==> src/rtl/ccu_clkreq_pkg.sv <==
// Shared types and default widths for the CCU clock-request controller.
// Optional ack timeout is enabled by defining CCU_CLKREQ_ACK_TIMEOUT_EN.
package ccu_clkreq_pkg;

    localparam int DEF_NUM_SLICES = 7;
    localparam int DEF_HYST_W     = 8;
    localparam int DEF_TMO_W      = 10;

    typedef enum logic [2:0] {
        OFF,
        REQ,
        ON,
        IDLE,
        DROP
    } ccu_clkreq_state_e;

endpackage

==> src/rtl/ccu_clkreq_slice.sv <==
// One slice: ack synchronizer, four-phase clkreq FSM, idle hysteresis and
// optional ack timeout (CCU_CLKREQ_ACK_TIMEOUT_EN).
module ccu_clkreq_slice
    import ccu_clkreq_pkg::*;
#(
    parameter int HYST_W = DEF_HYST_W,
    parameter int TMO_W  = DEF_TMO_W
) (
    input  logic              clk,
    input  logic              reset,
    input  logic              busy,
    input  logic [HYST_W-1:0] idle_hyst,
    input  logic [TMO_W-1:0]  ack_tmo,
    input  logic              clkack,
    output logic              clkreq,
    output logic              clk_en,
    output logic              ack_err
);

    ccu_clkreq_state_e state_q, state_d;
    logic [HYST_W-1:0] hyst_q, hyst_d;
    logic ack_m_q, ack_s_q;
    logic clkreq_q, clkreq_d;
    logic clk_en_q, clk_en_d;

    always_ff @(posedge clk) begin
        if (reset) begin
            state_q  <= OFF;
            hyst_q   <= '0;
            ack_m_q  <= 1'b0;
            ack_s_q  <= 1'b0;
            clkreq_q <= 1'b0;
            clk_en_q <= 1'b0;
        end else begin
            state_q  <= state_d;
            hyst_q   <= hyst_d;
            ack_m_q  <= clkack;
            ack_s_q  <= ack_m_q;
            clkreq_q <= clkreq_d;
            clk_en_q <= clk_en_d;
        end
    end

    always_comb begin
        state_d = state_q;
        hyst_d  = hyst_q;
        unique case (state_q)
            OFF: begin
                if (busy) state_d = REQ;
            end
            REQ: begin
                if (ack_s_q) state_d = ON;
            end
            ON: begin
                if (!busy) begin
                    if (idle_hyst == '0) begin
                        state_d = DROP;
                    end else begin
                        state_d = IDLE;
                        hyst_d  = idle_hyst;
                    end
                end
            end
            IDLE: begin
                // busy wins over a same-cycle expiry
                if (busy) begin
                    state_d = ON;
                end else begin
                    if (hyst_q <= HYST_W'(1)) state_d = DROP;
                    if (hyst_q != '0) hyst_d = hyst_q - HYST_W'(1);
                end
            end
            DROP: begin
                if (!ack_s_q) state_d = OFF;
            end
            default: state_d = OFF;
        endcase
        clkreq_d = state_d inside {REQ, ON, IDLE};
        clk_en_d = state_d inside {ON, IDLE};
    end

    assign clkreq = clkreq_q;
    assign clk_en = clk_en_q;

`ifdef CCU_CLKREQ_ACK_TIMEOUT_EN
    logic [TMO_W-1:0] tmo_q, tmo_d;
    logic err_q, err_d;
    logic enter_wait;

    assign enter_wait = (state_d == REQ  && state_q != REQ) ||
                        (state_d == DROP && state_q != DROP);

    always_comb begin
        tmo_d = tmo_q;
        err_d = err_q;
        if (enter_wait) begin
            tmo_d = ack_tmo;
        end else if ((state_q == REQ || state_q == DROP) &&
                     tmo_q != '0) begin
            tmo_d = tmo_q - TMO_W'(1);
            if (tmo_q == TMO_W'(1)) err_d = 1'b1;
        end
    end

    always_ff @(posedge clk) begin
        if (reset) begin
            tmo_q <= '0;
            err_q <= 1'b0;
        end else begin
            tmo_q <= tmo_d;
            err_q <= err_d;
        end
    end

    assign ack_err = err_q;
`else
    logic unused_ack_tmo;
    assign unused_ack_tmo = ^ack_tmo;
    assign ack_err = 1'b0;
`endif

endmodule

==> src/rtl/ccu_clkreq_ctrl.sv <==
// Per-slice clkreq/clkack controller array toward the CCU.
// CCU_CLKREQ_ACK_TIMEOUT_EN enables the sticky ack timeout flags.
module ccu_clkreq_ctrl
    import ccu_clkreq_pkg::*;
#(
    parameter int NUM_SLICES = DEF_NUM_SLICES,
    parameter int HYST_W     = DEF_HYST_W,
    parameter int TMO_W      = DEF_TMO_W
) (
    input  logic                  clk,
    input  logic                  reset,
    input  logic [NUM_SLICES-1:0] busy,
    input  logic [HYST_W-1:0]     idle_hyst,
    input  logic [TMO_W-1:0]      ack_tmo,
    input  logic [NUM_SLICES-1:0] clkack,
    output logic [NUM_SLICES-1:0] clkreq,
    output logic [NUM_SLICES-1:0] clk_en,
    output logic [NUM_SLICES-1:0] ack_err
);

    for (genvar i = 0; i < NUM_SLICES; i++) begin : g_slice
        ccu_clkreq_slice #(
            .HYST_W (HYST_W),
            .TMO_W  (TMO_W)
        ) u_slice (
            .clk       (clk),
            .reset     (reset),
            .busy      (busy[i]),
            .idle_hyst (idle_hyst),
            .ack_tmo   (ack_tmo),
            .clkack    (clkack[i]),
            .clkreq    (clkreq[i]),
            .clk_en    (clk_en[i]),
            .ack_err   (ack_err[i])
        );
    end

endmodule

==> config.mk <==
export PLATFORM = sky130hd
export DESIGN_NAME = ccu_clkreq_ctrl
export DESIGN_NICKNAME = d
export VERILOG_FILES = /design/src/rtl/ccu_clkreq_pkg.sv /design/src/rtl/ccu_clkreq_slice.sv /design/src/rtl/ccu_clkreq_ctrl.sv
export SDC_FILE = /design/constraint.sdc
export NUM_CORES = 1
export LEC_CHECK = 0
export ABC_AREA = 1
export CAP_MARGIN = 20
export CORE_UTILIZATION = 32
export CTS_CLUSTER_DIAMETER = 50
export DETAILED_ROUTE_END_ITERATION = 7
export GPL_ROUTABILITY_DRIVEN = 0
export PLACE_DENSITY = 0.63
export SYNTH_ARGS = -nofsm -noshare
export SYNTH_HDL_FRONTEND = slang
export SYNTH_SLANG_ARGS = --single-unit
==> constraint.sdc <==
create_clock -name clk -period 1.5 [get_ports clk]
set_input_delay 0.15 -clock clk [delete_from_list [all_inputs] [get_ports clk]]
set_output_delay 0.15 -clock clk [all_outputs]
set_load 0.02 [all_outputs]
* Word-level counts from Yosys, hierarchy flattened
Cells that the tools add are included.
Widths: inputs -> output; s select.
** Storage, ports and cells
- Output and inout bits :: 21
- Word-level logic and storage cells :: 255
- Bits in registers :: 105
- Bits of input ports :: 34
** Operators by class
- Reductions and logical operators :: 43
- Add/sub/neg operators :: 7
- $lt $le $gt $ge :: 7
- Muxes and demuxes :: 79
- Eq/ne operators :: 77
** Operators by type and width (number)
- $mux 8 :: 22
- $mux 3 :: 43
- $pmux 8 s2 :: 7
- $pmux 3 s5 :: 7
- $eq 3x2->1 const B :: 28
- $le 8x1->1 const B :: 7
- $reduce_bool 8->1 :: 7
- $sub 8x1->8 const B :: 7
- $eq 3x1->1 const B :: 14
- $ne 2x2->1 const B :: 21
- $reduce_and 5->1 :: 7
- $reduce_bool 2->1 :: 14
- $eq 3x3->1 const B :: 7
- $logic_not 3->1 :: 7
- $reduce_bool 3->1 :: 7
- $ne 2x1->1 const B :: 7
- $logic_not 8->1 :: 1

* Depth between registers and ports, before layout
- Word-level depth :: 6
- Mapped depth :: 11
- Mapped depth without buffers :: 10

* Hierarchy
Synthesis repeated with hierarchy kept, for this count alone.
** Second synthesis, totals
- Cells, all modules :: 1064
- Area total of the unflattened synthesis :: 6635.1 µm²
** Modules (own cells, without submodules)
- ccu_clkreq_slice (g_slice[1].u_slice ...) :: cells an instance 147, area each 924.6 µm², instances 3, sequential area each 300.3 µm²
- ccu_clkreq_slice (g_slice[4].u_slice ...) :: cells an instance 147, area each 927.1 µm², instances 2, sequential area each 300.3 µm²
- ccu_clkreq_slice (g_slice[0].u_slice) :: cells an instance 169, area each 1044.8 µm², instances 1, sequential area each 300.3 µm²
- ccu_clkreq_slice (g_slice[6].u_slice) :: cells an instance 160, area each 962.2 µm², instances 1, sequential area each 300.3 µm²

* Worst setup path after synthesis
Ideal clock, no wire load.
- Path kind :: reg-to-reg
- From :: register g_slice[4].u_slice.hyst_q[0]
- To :: register g_slice[4].u_slice.clkreq_q
- Path buffers :: 0
- Cell stages (with the launch flop) :: 11
- Arrival :: 1.351 ns
- Path slack :: 0.090 ns
- Setup time :: 0.059 ns
- Period minus slack after synthesis :: 1.410 ns
- Required time :: 1.441 ns
- Path through :: dfxtp_1 -> inv_1 -> ha_1 -> or2_2 -> nand4_1 -> nand2_1 -> nand2_1 -> nand2_1 -> nand2_1 -> nand2_1 -> nand2_1
** On the way
- Cells in the longest elaborated chain, start to end :: 6
- Elaborated cells on any way between the ends :: 8
- Classes of those cells :: 1 x order compare; 3 x eq/ne; 3 x mux; 1 x reduce/logical
** Ends and longest elaborated chain
- from (decl) :: RTL line ccu_clkreq_slice.sv:21 : logic [HYST_W-1:0] hyst_q, hyst_d;
- from (signal assigned) :: RTL line ccu_clkreq_slice.sv:36 : hyst_q <= hyst_d;
- $le 8x1->1 * :: RTL line ccu_clkreq_slice.sv:69 : if (hyst_q <= HYST_W'(1)) state_d = DROP;
- $mux 3 * :: RTL line ccu_clkreq_slice.sv:69
- $mux 3 * :: RTL line ccu_clkreq_slice.sv:66 : if (busy) begin
- $pmux 3 s5 * :: RTL line ccu_clkreq_slice.sv:47 : unique case (state_q)
- $eq 3x1->1 or $eq 3x2->1 (tied branches) :: RTL line ccu_clkreq_slice.sv:78 : clkreq_d = state_d inside {REQ, ON, IDLE};
- $reduce_bool 3->1 * :: RTL line ccu_clkreq_slice.sv:78
- to (signal assigned) :: RTL line ccu_clkreq_slice.sv:39 : clkreq_q <= clkreq_d;
- to (decl) :: RTL line ccu_clkreq_slice.sv:23 : logic clkreq_q, clkreq_d;
Every way passes the cells marked *; elsewhere a longest branch is shown, timed or not.
A chain may end at the register's enable or synchronous reset.

* Worst setup path in the final report
- From :: input idle_hyst[0]
- To :: register g_slice[5].u_slice.hyst_q[0]
** On the way
- Cells in the longest elaborated chain, start to end :: 3
- Elaborated cells on any way between the ends :: 6
- Classes of those cells :: 1 x eq/ne; 3 x mux; 2 x reduce/logical
** Ends and longest elaborated chain
- from (decl) :: RTL line ccu_clkreq_ctrl.sv:13 : input logic [HYST_W-1:0] idle_hyst,
- $logic_not 8->1 or $mux 8 (tied branches) :: RTL line ccu_clkreq_slice.sv:56 : if (idle_hyst == '0) begin
- $ne 2x2->1 (no source line) or $mux 8 (tied branches)
- $reduce_and 5->1 (no source line) or $pmux 8 s2 (tied branches)
- to (signal assigned) :: RTL line ccu_clkreq_slice.sv:36
- to (decl) :: RTL line ccu_clkreq_slice.sv:21
Parallel ways exist; a longest one is shown, timed or not. The select of a mux whose other input is x is not followed.

==> impl_metrics.yaml <==
job:
  cap_viol_max_count: 0
hold_path:
  hp-class: "input pin to flop"
  whs_path_depth: 3
synthesis:
  yosysTopAreaCell: "dfxtp_1"
  synth_edf_count: 0
  yosysSeqAreaShare_pct: 32.5
  ys_ff_latch: 105
  netlist_area_sq_um: 6470
  synth_top_area_share_pct: 32.5
  yosys-top-cells-area: "dfxtp_1, nand2_1, nor2_1"
  synth_cell_types: 40
  synth_flop_cell: "dfxtp_1"
  ys_warn_count: 0
  avgSynthCellArea_sq_um: 6.23
  synthCells: 1039
  async_flop_share_pct: 0
route:
  vias_per_cell: 4.66
  wl_um: 16600
  routedWlPerCell_um: 11.7
  first_pass_iters: 5
  drc: 0
  postRouteAntennaNets: 0
  first_iter_violations: 449
  via_count: 6595
clock_tree:
  clock_sinks: 105
  cts_inserted_buffers: 9
  path_clk_slew_ns: 0.08
  cts_tree: "done"
  clk_path_buf_depth: 2
  clock_latency_ns: 0.36
  htreeDepth: 3
  cts_root_buf: "clkbuf_16"
power_and_ir_drop:
  totalPowerFinal_uw: 6360
  power.leakage_uw: 0.00404
  ir_drop_mv: 0.493
  cellPowerDensity_nw_per_um2: 763
worst_setup_path:
  cp.arrival_ns: 1.72
  critPathLaunchType: "input pin"
  worstPathMaxFanout: 8
  ff2ff_path_depth: 10
  crit_type: "input pin to flop"
  crit_required_ns: 1.78
  cp-end-kind: "flop"
global_route:
  grt_max_degree: 47
  antenna_found_initial: 0
  grt_usage_pct: 16.4
  overflow: 0
  grt_pass1_wl_um: 27100
  grt_pass1_vias: 5938
floorplanning:
  fp.dieW_um: 144
  io_pins: 55
  std_cell_rows: 51
  start_util_pct: 32.9
  dieArea_sq_um: 20800
  core_sq_um: 19700
  chipHeight_um: 144
placement:
  port_buffers: 37
  place_area_sq_um: 7590
  dp_hpwl_um: 11500
  dp_cells: 1390
layout:
  fillCellCount: 2088
  final_cells: 1416
  area_growth_pct: 28.7
  fin_nets: 1201
  drive_above_1_share_pct: 20.7
  final_cell_area_sq_um: 8330
  diodes: 0
outcome:
  status: "finished, final reports clean"
timing:
  worstMarginPinSlew_ns: 0.614
  setup_viol: 0
  rsz0062_at_grt: "yes"
  finalCritPeriodShare_pct: 95.5
  slew_headroom_pct: 59.1
  fmax_mhz: 698
  min_period_ns: 1.43
  drv_slew: 0
  timing.setup.tns_ns: 0
  skew_ns: 0.00911
  hold_viol_final: 0
==> cell usage after synthesis, types with 3 or more instances <==
library cell / count
nor2_1: 161
nor2_2: 5
clkbuf_1: 9
buf_6: 5
buf_4: 22
o211ai_1: 4
nand2_2: 7
nor3_1: 15
nand3_1: 79
dfxtp_1: 105
a21boi_1: 3
o21bai_1: 3
o21ai_1: 12
nand3b_1: 3
buf_2: 6
nand4_1: 18
a21oi_1: 46
o21ai_0: 76
nand2_1: 245
o22ai_1: 6
ha_1: 21
nand3_2: 3
inv_1: 155
or2_2: 8
==> sequential cells by signal, summed over array words and instances, names as in the netlist <==
| name | count |
|---|---|
| g_slice.u_slice.ack_m_q | 7 |
| g_slice.u_slice.ack_s_q | 7 |
| g_slice.u_slice.clk_en | 7 |
| g_slice.u_slice.clkreq | 7 |
| g_slice.u_slice.hyst_q | 56 |
| g_slice.u_slice.state_q | 21 |
==> metrics by stage <==
step	worst slack [ns]	utilization, %	hold slack (ns)
after floorplan	0.0897	-	0.257
after global routing	-0.0252	42.4	0.308
after detailed placement	-0.593	38.6	0.396
after global placement	-0.581	38.6	0.395
final	0.0678	42.4	0.302
after CTS	0.00165	40.3	0.294
==> final timing paths <==
kind	startpoint	to	slack, ns
setup / recovery	idle_hyst[0]	g_slice[5].u_slice.hyst_q[0]$_SDFFE_PP0P_	0.07
setup reg to reg	g_slice[2].u_slice.hyst_q[0]$_SDFFE_PP0P_	g_slice[2].u_slice.hyst_q[7]$_SDFFE_PP0P_	0.09
hold / removal	clkack[6]	g_slice[6].u_slice.ack_m_q$_SDFF_PP0_	0.30
hold reg to reg	g_slice[1].u_slice.ack_m_q$_SDFF_PP0_	g_slice[1].u_slice.ack_s_q$_SDFF_PP0_	0.40
==> metal layers <==
| metal | vias to the layer above | global-route usage, % | wire length, um |
|---|---|---|---|
| li1 | 3467 | - | - |
| met5 | - | 0 | 0 |
| met3 | 25 | 2.78 | 561 |
| met4 | 0 | 6.70 | 437 |
| met1 | 2958 | 20.2 | 7780 |
| met2 | 145 | 28.3 | 7830 |
==> kinds of logic (layout without fill, tap and decap cells) <==
| group | after synthesis | after routing | synth area share [%] |
|---|---|---|---|
| and+or+nand+nor | 550 | 553 | 36.5 |
| other | 1 | 7 | 0.0579 |
| xor gates and xnor gates | 1 | 1 | 0.135 |
| AOI/OAI and AO/OA | 157 | 157 | 12.9 |
| buffers and inverters | 204 | 307 | 13.8 |
| adders and majority gates | 21 | 21 | 4.06 |
| DFF | 105 | 105 | 32.5 |
==> critical path: stages <==
cell	delay, ns
clkdlybuf4s50_1	0.53
nor2_4	0.06
nand2_2	0.10
nor2_8	0.06
buf_12	0.13
buf_12	0.12
nand2_4	0.06
nand2_2	0.06
nor2_4	0.23
nand2_1	0.09
a21oi_1	0.12
==> power by group <==
| part | internal [uW] | total, uW | switching, uW |
|---|---|---|---|
| Combinational | 443 | 1070 | 625 |
| Sequential | 2890 | 2950 | 68.0 |
| Clock | 1230 | 2330 | 1110 |
| Total | 4560 | 6360 | 1800 |
==> timing repair <==
item                       CTS  global route
pin swaps                    4            24
resized for setup            9           123
setup endpoints to repair   53            82
buffers inserted             2             7
hold buffers                 0             0
gates cloned                 0             3
==> cells in the final DEF (no fill, tap or decap), types with 5 or more instances in the layout <==
master / instances
nor3_1: 14
inv_2: 14
ha_1: 13
clkdlybuf4s50_1: 29
a21oi_2: 6
o22ai_1: 5
dlymetal6s2s_1: 7
nor2_1: 135
or2_2: 5
o21ai_1: 17
conb_1: 7
clkbuf_16: 9
dfxtp_2: 12
inv_1: 142
dfxtp_1: 91
nand3_1: 78
nand2_2: 24
buf_4: 88
nand4_1: 18
nor2_4: 12
nor2_2: 23
a21oi_1: 40
buf_12: 5
o21ai_0: 69
nand2_1: 227
==> cell type report <==
cell class / count / area, sq um / area share [%]
Clock buffer: 11 / 253 / 3.03
Clock inverter: 5 / 37.5 / 0.451
Inverter: 160 / 609 / 7.32
Multi-Input combinational cell: 739 / 3820 / 45.8
Sequential cell: 105 / 2120 / 25.5
Tap cell: 265 / 332 / 3.98
Timing Repair Buffer: 131 / 1150 / 13.9
Power figures use the tool's default switching activity.
